==> src/rtl/wb_master_pkg.sv <==
// Shared types and helpers for the Wishbone classic-cycle master.
package wb_master_pkg;

    localparam int unsigned WB_TIMEOUT_W = 32;

    typedef enum logic [1:0] {
        IDLE = 2'd0,
        BUS  = 2'd1,
        RESP = 2'd2
    } wb_state_e;

    // Ceiling log2 that never returns 0, so a 1-deep structure still gets a 1-bit index.
    function automatic int unsigned clog2_safe(input int unsigned n);
        int unsigned r;
        r = 0;
        for (int unsigned i = 0; i < 32; i++) begin
            if ((64'd1 << i) < 64'(n)) begin
                r = i + 1;
            end
        end
        return (r == 0) ? 1 : r;
    endfunction

endpackage

==> src/rtl/wb_cmd_fifo.sv <==
// Synchronous command FIFO; pointers carry an extra wrap bit to tell full from empty.
module wb_cmd_fifo
    import wb_master_pkg::*;
#(
    parameter int unsigned WIDTH = 8,
    parameter int unsigned DEPTH = 4
) (
    input  logic             clk,
    input  logic             rst_n,
    input  logic             i_push,
    input  logic [WIDTH-1:0] i_wdata,
    input  logic             i_pop,
    output logic [WIDTH-1:0] o_rdata_c,
    output logic             o_full_c,
    output logic             o_empty_c
);

    localparam int unsigned AW = clog2_safe(DEPTH);

    logic [WIDTH-1:0] r_mem [DEPTH];
    logic [AW:0]      r_wr_ptr;
    logic [AW:0]      r_rd_ptr;
    logic             w_push;
    logic             w_pop;

    assign w_push    = i_push && !o_full_c;
    assign w_pop     = i_pop && !o_empty_c;
    assign o_empty_c = (r_wr_ptr == r_rd_ptr);
    assign o_full_c  = (r_wr_ptr[AW] != r_rd_ptr[AW]) &&
                       (r_wr_ptr[AW-1:0] == r_rd_ptr[AW-1:0]);
    assign o_rdata_c = r_mem[r_rd_ptr[AW-1:0]];

    // Pointer update; simultaneous push and pop leave the occupancy unchanged.
    always_ff @(posedge clk or negedge rst_n) begin
        if (!rst_n) begin
            r_wr_ptr <= '0;
            r_rd_ptr <= '0;
        end else begin
            if (w_push) r_wr_ptr <= r_wr_ptr + (AW+1)'(1);
            if (w_pop)  r_rd_ptr <= r_rd_ptr + (AW+1)'(1);
        end
    end

    // Storage array; contents need no reset because empty pointers mask them.
    always_ff @(posedge clk) begin
        if (w_push) r_mem[r_wr_ptr[AW-1:0]] <= i_wdata;
    end

endmodule

==> src/rtl/wb_master_ctrl.sv <==
// Wishbone classic-cycle master: buffered commands, one bus transfer at a time,
// one in-order response per command. Optional bus timeout via WB_MASTER_TIMEOUT_EN.
module wb_master_ctrl
    import wb_master_pkg::*;
#(
    parameter int unsigned ADDR_W      = 16,
    parameter int unsigned DATA_W      = 32,
    parameter int unsigned STRB_W      = DATA_W / 8,
    parameter int unsigned FIFO_DEPTH  = 4,
    parameter int unsigned TIMEOUT_CYC = 255
) (
    input  logic              clk,
    input  logic              reset,
    input  logic              cmd_valid,
    output logic              cmd_ready,
    input  logic              cmd_we,
    input  logic [ADDR_W-1:0] cmd_addr,
    input  logic [DATA_W-1:0] cmd_wdata,
    input  logic [STRB_W-1:0] cmd_strb,
    output logic              rsp_valid,
    input  logic              rsp_ready,
    output logic [DATA_W-1:0] rsp_rdata,
    output logic              rsp_err,
    output logic [ADDR_W-1:0] wb_adr_o,
    output logic [DATA_W-1:0] wb_dat_o,
    output logic [STRB_W-1:0] wb_sel_o,
    output logic              wb_we_o,
    output logic              wb_stb_o,
    output logic              wb_cyc_o,
    input  logic [DATA_W-1:0] wb_dat_i,
    input  logic              wb_ack_i,
    input  logic              wb_err_i
);

    localparam int unsigned CMD_W = 1 + STRB_W + DATA_W + ADDR_W;

    wb_state_e         r_state, w_state_nxt;
    logic [ADDR_W-1:0] r_adr, w_adr_nxt;
    logic [DATA_W-1:0] r_dat, w_dat_nxt;
    logic [STRB_W-1:0] r_sel, w_sel_nxt;
    logic              r_we, w_we_nxt;
    logic              r_cyc, w_cyc_nxt;
    logic              r_stb, w_stb_nxt;
    logic              r_rsp_valid, w_rsp_valid_nxt;
    logic [DATA_W-1:0] r_rsp_rdata, w_rsp_rdata_nxt;
    logic              r_rsp_err, w_rsp_err_nxt;

    logic [CMD_W-1:0]  w_fifo_wdata;
    logic [CMD_W-1:0]  w_fifo_rdata;
    logic              w_full;
    logic              w_empty;
    logic              w_pop;
    logic              w_head_we;
    logic [STRB_W-1:0] w_head_strb;
    logic [DATA_W-1:0] w_head_wdata;
    logic [ADDR_W-1:0] w_head_addr;
    logic              w_tmo_hit;
    logic              w_bus_fail;

    assign w_fifo_wdata = {cmd_we, cmd_strb, cmd_wdata, cmd_addr};
    assign w_head_we    = w_fifo_rdata[CMD_W-1];
    assign w_head_strb  = w_fifo_rdata[CMD_W-2 -: STRB_W];
    assign w_head_wdata = w_fifo_rdata[ADDR_W +: DATA_W];
    assign w_head_addr  = w_fifo_rdata[0 +: ADDR_W];

    wb_cmd_fifo #(
        .WIDTH (CMD_W),
        .DEPTH (FIFO_DEPTH)
    ) u_cmd_fifo (
        .clk       (clk),
        .rst_n     (reset),
        .i_push    (cmd_valid),
        .i_wdata   (w_fifo_wdata),
        .i_pop     (w_pop),
        .o_rdata_c (w_fifo_rdata),
        .o_full_c  (w_full),
        .o_empty_c (w_empty)
    );

`ifdef WB_MASTER_TIMEOUT_EN
    logic [WB_TIMEOUT_W-1:0] r_tmo_cnt;

    // Counts BUS cycles without a slave reply; held at zero outside BUS.
    always_ff @(posedge clk or negedge reset) begin
        if (!reset) begin
            r_tmo_cnt <= '0;
        end else if (r_state != BUS) begin
            r_tmo_cnt <= '0;
        end else if (!wb_ack_i && !wb_err_i) begin
            r_tmo_cnt <= r_tmo_cnt + WB_TIMEOUT_W'(1);
        end
    end

    // The edge that would bring the count to TIMEOUT_CYC aborts the transfer.
    assign w_tmo_hit = (r_state == BUS) && !wb_ack_i && !wb_err_i &&
                       (r_tmo_cnt == WB_TIMEOUT_W'(TIMEOUT_CYC - 1));
`else
    logic [WB_TIMEOUT_W-1:0] w_unused_tmo;
    assign w_unused_tmo = WB_TIMEOUT_W'(TIMEOUT_CYC);
    assign w_tmo_hit    = 1'b0;
`endif

    assign w_bus_fail = wb_err_i || w_tmo_hit;

    // Next-state and next-output logic for the IDLE/BUS/RESP sequencer.
    always_comb begin
        w_state_nxt     = r_state;
        w_pop           = 1'b0;
        w_adr_nxt       = r_adr;
        w_dat_nxt       = r_dat;
        w_sel_nxt       = r_sel;
        w_we_nxt        = r_we;
        w_cyc_nxt       = r_cyc;
        w_stb_nxt       = r_stb;
        w_rsp_valid_nxt = r_rsp_valid;
        w_rsp_rdata_nxt = r_rsp_rdata;
        w_rsp_err_nxt   = r_rsp_err;
        case (r_state)
            IDLE: begin
                if (!w_empty) begin
                    w_pop       = 1'b1;
                    w_adr_nxt   = w_head_addr;
                    w_dat_nxt   = w_head_wdata;
                    w_sel_nxt   = w_head_strb;
                    w_we_nxt    = w_head_we;
                    w_cyc_nxt   = 1'b1;
                    w_stb_nxt   = 1'b1;
                    w_state_nxt = BUS;
                end
            end
            BUS: begin
                if (w_bus_fail || wb_ack_i) begin
                    w_adr_nxt       = '0;
                    w_dat_nxt       = '0;
                    w_sel_nxt       = '0;
                    w_we_nxt        = 1'b0;
                    w_cyc_nxt       = 1'b0;
                    w_stb_nxt       = 1'b0;
                    w_rsp_valid_nxt = 1'b1;
                    w_rsp_err_nxt   = w_bus_fail;
                    w_rsp_rdata_nxt = (w_bus_fail || r_we) ? '0 : wb_dat_i;
                    w_state_nxt     = RESP;
                end
            end
            RESP: begin
                if (rsp_ready) begin
                    w_rsp_valid_nxt = 1'b0;
                    w_rsp_rdata_nxt = '0;
                    w_rsp_err_nxt   = 1'b0;
                    w_state_nxt     = IDLE;
                end
            end
            default: begin
                w_state_nxt = IDLE;
            end
        endcase
    end

    // State and output registers; reset drops the bus immediately.
    always_ff @(posedge clk or negedge reset) begin
        if (!reset) begin
            r_state     <= IDLE;
            r_adr       <= '0;
            r_dat       <= '0;
            r_sel       <= '0;
            r_we        <= 1'b0;
            r_cyc       <= 1'b0;
            r_stb       <= 1'b0;
            r_rsp_valid <= 1'b0;
            r_rsp_rdata <= '0;
            r_rsp_err   <= 1'b0;
        end else begin
            r_state     <= w_state_nxt;
            r_adr       <= w_adr_nxt;
            r_dat       <= w_dat_nxt;
            r_sel       <= w_sel_nxt;
            r_we        <= w_we_nxt;
            r_cyc       <= w_cyc_nxt;
            r_stb       <= w_stb_nxt;
            r_rsp_valid <= w_rsp_valid_nxt;
            r_rsp_rdata <= w_rsp_rdata_nxt;
            r_rsp_err   <= w_rsp_err_nxt;
        end
    end

    assign cmd_ready = !w_full;
    assign rsp_valid = r_rsp_valid;
    assign rsp_rdata = r_rsp_rdata;
    assign rsp_err   = r_rsp_err;
    assign wb_adr_o  = r_adr;
    assign wb_dat_o  = r_dat;
    assign wb_sel_o  = r_sel;
    assign wb_we_o   = r_we;
    assign wb_stb_o  = r_stb;
    assign wb_cyc_o  = r_cyc;

endmodule
==> config.mk <==
export PLATFORM = sky130hd
export DESIGN_NAME = wb_master_ctrl
export DESIGN_NICKNAME = d
export VERILOG_FILES = /design/src/rtl/wb_master_pkg.sv /design/src/rtl/wb_cmd_fifo.sv /design/src/rtl/wb_master_ctrl.sv
export SDC_FILE = /design/constraint.sdc
export NUM_CORES = 1
export LEC_CHECK = 0
export ABC_AREA = 1
export CORE_ASPECT_RATIO = 0.5
export CORE_MARGIN = 4
export CORE_UTILIZATION = 49
export DETAILED_ROUTE_END_ITERATION = 8
export PLACE_DENSITY = 0.82
export SLEW_MARGIN = 20
export SYNTH_ARGS = -nofsm -noshare
export SYNTH_HDL_FRONTEND = slang
export SYNTH_SLANG_ARGS = --single-unit
==> constraint.sdc <==
create_clock -name clk -period 3.67 [get_ports clk]
set_clock_uncertainty 0.15 [all_clocks]
set_input_delay 0.367 -clock clk [delete_from_list [all_inputs] [get_ports clk]]
set_output_delay 0.367 -clock clk [all_outputs]
set_load 0.005 [all_outputs]
==> results.yml, run 1 <==
status:
  status: "completed"
place:
  hpwl_mm: 17.2
  place.gp.congestion: 0.774
  place_inst: 1482
  io_buffers: 180
route:
  firstDrtPassIters: 5
  initialDrtViolationCount: 822
  vias_per_cell: 5.52
  wl_per_cell_um: 18.9
  dr_total_vias: 8460
  routed_wl_mm: 29.0
  ant_nets: 0
  drc: 0
timing:
  tns_ns: 0
  maxSlewViolCount: 0
  finalCritPeriodShare: 0.794
  hold_viol_final: 0
  hold-worst-slack_ns: 0.191
  final-setup-viol-count: 0
  min_period_ns: 2.92
  grt_setup_unrepaired: "false"
  fmax_mhz: 343
  worst_slew_pin_slew_ns: 1.05
  relSlewSlack: 0.301
global_routing:
  grt_max_degree: 114
  busiest_layer: "met2"
  grt_pass1_wl_mm: 45.2
  grt_pass1_vias: 8622
  antenna_found_initial: 1
  met1_usage: 0.255
  grt-ovfl-total: 0
  grtUsageMet3: 0.0384
  grtUsageMet2: 0.362
  grt_usage: 0.203
clock_tree:
  h-tree-depth: 1
  post_cts_resized: 0
  clkSinkCount: 308
  root_buffer: "clkbuf_16"
  cts_buffers: 27
  cts_tree: "done"
  clkLatencyLatePin_ns: 0.55
  cts.clk_slew.worst_paths_ns: 0.06
  clock_path_buffers: 3
cells_and_area:
  final_common_cell: "nand2_1"
  antenna_cells: 0
  final_layout_size_suffix_gt1_frac: 0.0718
  n_fill_cell: 1713
  final_cell_count_no_fill: 1533
  nets: 1272
  syn_to_final_growth_pct: 24.0
  layout_common_cells: "216 x nand2_1, 212 x edfxtp_1, 179 x clkdlybuf4s50_1, 166 x nand3_1, 94 x dfrtp_1"
power_and_ir_drop:
  power.static_leakage_nw: 6.05
  combPwrFrac: 0.363
  switching_share: 0.357
  power_switching_mw: 4.57
  p_total_mw: 12.8
  clockPowerShare: 0.221
  p_int_mw: 8.25
  power.density_nw_per_um2: 845
  peakVddDrop_mv: 0.775
  seq_power_share: 0.416
floorplan:
  die_w_um: 231
  design.core.area_um2: 24300
  start_util: 0.504
  ios: 181
  die_h_um: 120
  die_area_um2: 27700
  rows: 40
yosys:
  synth_cell_type_count: 29
  syn_avg_cell_area_um2: 12.0
  ys_ff_latch: 308
  seq_area_frac_synth: 0.716
  syn_inst: 1021
  synth_area_um2: 12200
  syn_nets: 1117
  ys_warn_count: 0
worst_setup_path:
  required_ns: 3.15
  crit_arrival_ns: 2.40
  critical_path.max_fanout: 51
  path_class: "flip-flop to output port"
  cp-end-kind: "output port"
  startpoint_type: "flip-flop"
hold_path:
  hp-class: "primary input to async pin"
run:
  maxCapViolations: 0
==> what timing repair did <==
| item | in CTS | in global routing |
|---|---|---|
| hold buffers | 1 | 0 |
| hold endpoints to repair | 34 | 0 |
| setup buffers | 0 | 0 |
==> cells in the mapped netlist (all sizes together) <==
| master | n | share of area |
|---|---|---|
| inv | 65 | 0.020 |
| xor2 | 1 | 0.00072 |
| clkbuf | 25 | 0.0077 |
| nor2 | 9 | 0.0034 |
| edfxtp | 212 | 0.52 |
| nand3b | 1 | 0.00061 |
| buf | 47 | 0.025 |
| xnor2 | 2 | 0.0030 |
| ha | 5 | 0.0051 |
| o21ai | 54 | 0.022 |
| dfrtp | 96 | 0.20 |
| a21oi | 53 | 0.022 |
| nand2 | 220 | 0.068 |
| nand4 | 53 | 0.027 |
| o31ai | 1 | 0.00061 |
| nand3 | 177 | 0.077 |
==> cells by family after synthesis <==
group	share of synthesized area
XOR/XNOR	0.00368
AO/OA/AOI/OAI	0.0444
AND/OR/NAND/NOR	0.177
adder cells (fa/ha/maj)	0.00511
buffers and inverters	0.0533
flip-flops	0.716
==> cell type report <==
cell class,count,area (um2),share of cell area
inverters,65,250,0.0165
well taps,336,420,0.0277
clock buffers,35,726,0.0478
repair buffers,198,1980,0.130
clock inverters,15,165,0.0109
flip-flops and latches,308,8780,0.578
multi-input cells,576,2870,0.189
==> metrics by stage <==
step,instance area (um2),util,setup WS [ns]
after floorplan,12200,-,-0.144
after global placement,14300,0.588,1.12
after detailed placement,14300,0.588,1.05
after CTS,15200,0.625,0.742
after global routing,15200,0.625,0.639
final,15200,0.625,0.755
==> registers in the layout, summed over array words and instances (netlist names) <==
signal,cells
wb_stb_o,1
wb_sel_o,4
u_cmd_fifo.r_mem,212
u_cmd_fifo.r_wr_ptr,3
r_state,2
u_cmd_fifo.r_rd_ptr,3
wb_we_o,1
rsp_valid,1
wb_dat_o,32
wb_adr_o,16
rsp_err,1
rsp_rdata,32
==> power groups by stage <==
stage          registers, mW  clock network [mW]  logic, mW
5_1_grt                 5.42                3.04       5.13
6_report                5.33                2.83       4.66
2_1_floorplan           5.28                   0       2.83
3_5_place_dp            5.39                   0       4.62
4_1_cts                 5.33                2.89       4.68
3_3_place_gp            5.33                   0       4.42
==> final timing paths <==
check | start | to | slack, ns | cells after the start
max | u_cmd_fifo.r_rd_ptr[0] | cmd_ready | 0.75 | 5
min | reset | wb_dat_o[13] | 0.19 | 2
max reg2reg | u_cmd_fifo.r_rd_ptr[0] | u_cmd_fifo.r_mem[1][8] | 0.98 | 7
min reg2reg | rsp_valid | rsp_valid | 0.35 | 2
max in group asynchronous | reset | rsp_rdata[25] | 2.32 | 3
min in group clk | wb_dat_i[14] | rsp_rdata[14] | 0.25 | 3
==> worst max-delay path, cell delays in order (launching register included) <==
cell and delay [ns]:
dfrtp_4 0.76, inv_6 0.07, nand2_1 0.09, nand2_2 0.07, nand3b_1 0.21, clkdlybuf4s50_1 0.63
==> per-layer routing <==
metal  vias to the layer above  wire (um)
li1                       3891          -
met1                      4128      11300
met2                       401      14700
met3                        40       2420
met4                         0        556
met5                         -          0
Power figures use the tool's default switching activity.
==> inputs of run 2 (changes only) <==
Clock period 3.67 ns to 2.4 ns, I/O delays scaled along.
==> run 2 against run 1 <==
  * Highest routed layer unchanged
  * Total power grew 55%
  * Sequential power increased by 50%
  * Via count is 0.66% higher
  * Largest cell class unchanged
  * Sequential cell count did not move
  * Core utilization up 0.62 points
  * Critical path depth stayed put
  * Cell count up 0.52%
==> results.yml, run 2 (synthesis gave the netlist of run 1 again) <==
worst_setup_path:
  r2r-end: "u_cmd_fifo.r_mem[2][47]"
  crit_arrival_ns: 1.79
  required_ns: 2.01
  path_class: "flip-flop to output port"
  startpoint: "u_cmd_fifo.r_wr_ptr[0]"
  r2r-start: "u_cmd_fifo.r_rd_ptr[0]"
  startpoint_type: "flip-flop"
  cp-end-kind: "output port"
  crit_path_end: "cmd_ready"
  r2r_cells: 6
  reg2reg_setup_slack_ns: 0.24
  critical_path.max_fanout: 5
clock_tree:
  cts.clk_slew.worst_paths_ns: 0.07
  h-tree-depth: 1
  cts_tree: "done"
  clkLatencyLatePin_ns: 0.56
  clkSinkCount: 308
  root_buffer: "clkbuf_16"
  cts_buffers: 27
  clock_path_buffers: 3
timing:
  maxSlewViolCount: 0
  fmax_mhz: 460
  grt_setup_unrepaired: "false"
  worst_slew_pin_slew_ns: 0.847
  relSlewSlack: 0.435
  final-setup-viol-count: 0
  hold_viol_final: 0
  finalWorstSetupSlack_ns: 0.224
  min_period_ns: 2.18
  finalCritPeriodShare: 0.907
route:
  wl_per_cell_um: 19.0
  ant_nets: 0
  routed_wl_mm: 29.3
  dr_total_vias: 8516
  drc: 0
  firstDrtPassIters: 5
  vias_per_cell: 5.53
  initialDrtViolationCount: 1010
status:
  status: "completed"
cells_and_area:
  largest_reg_flops: 212
  final_layout_size_suffix_gt1_frac: 0.0781
  layout_common_cells: "217 x nand2_1, 212 x edfxtp_1, 178 x clkdlybuf4s50_1, 166 x nand3_1, 94 x dfrtp_1"
  nets: 1279
  syn_to_final_growth_pct: 25.3
  final_common_cell: "nand2_1"
floorplan:
  ios: 181
  die_area_um2: 27700
  start_util: 0.504
  design.core.area_um2: 24300
  rows: 40
  die_h_um: 120
  die_w_um: 231
power_and_ir_drop:
  peakVddDrop_mv: 0.743
  power.density_nw_per_um2: 1290
  p_total_mw: 19.9
  power.static_leakage_nw: 6.13
run:
  maxCapViolations: 0
place:
  hpwl_mm: 17.6
  io_buffers: 180
  place.gp.congestion: 0.777
  pre_cts_ws_ns: 0.225
hold_path:
  hp-class: "primary input to async pin"
global_routing:
  grt_usage: 0.208
  antenna_found_initial: 1
  grt_pass1_wl_mm: 46.4
  grt_max_degree: 161
  grt_pass1_vias: 8705
  grt-ovfl-total: 0
run 2: final cells by class:
| class | instances | area [um2] |
|---|---|---|
| Clock buffer | 33 | 708 |
| Multi-Input combinational cell | 576 | 2860 |
| Sequential cell | 308 | 8780 |
| Antenna cell | 1 | 2.50 |
| Tap cell | 336 | 420 |
| Inverter | 65 | 250 |
| Fill cell | 1687 | 8940 |
| Clock inverter | 17 | 174 |
| Timing Repair Buffer | 205 | 2140 |
run 2: metal layers:
layer	global-route usage	up-vias	part of all wire
met3	0.0425	73	0.074
met5	0	-	0
met4	0.0720	0	0.031
met1	0.253	4143	0.38
li1	-	3906	-
met2	0.372	394	0.51
run 2: critical path: stages, from the launching register on:
cell	delay (ns)
dfrtp_1	0.42
inv_1	0.14
nand2_1	0.08
nand2_2	0.09
nand3b_1	0.17
dlygate4sd2_1	0.34
run 2: what timing repair did:
item	in CTS	in global routing
resized for setup	1	0
hold buffers	1	0
hold endpoints to repair	68	0
setup buffers	0	0
setup endpoints to repair	1	0
run 2: how the worst min path moves through the flow:
stage	slack [ns]	cells past startpoint	end	from
floorplan	-0.21	0	r_state[0]	reset
global placement	0.10	1	wb_dat_o[16]	reset
detailed placement	0.12	1	wb_dat_o[16]	reset
CTS	0.08	2	wb_dat_o[13]	reset
global route	0.12	2	wb_dat_o[13]	reset
finish	0.07	2	wb_dat_o[13]	reset
run 2: stage by stage:
stage	utilization	hold WS (ns)	cells	TNS, ns	cell area, um2
floorplan	-	-0.206	1021	-116.91	12200
global placement	0.595	0.104	1489	0	14400
detailed placement	0.595	0.117	1489	0	14400
CTS	0.631	0.0766	1540	0	15300
global route	0.632	0.121	1541	0	15300
finish	0.632	0.0720	1541	0	15300
run 2: power by group:
group	leakage, nW	total (mW)	switching [mW]	internal (mW)
combinational	2.52	7.49	4.47	3.02
sequential	3.17	8.02	0.694	7.33
clock	0.438	4.34	1.90	2.44
total	6.13	19.9	7.07	12.8
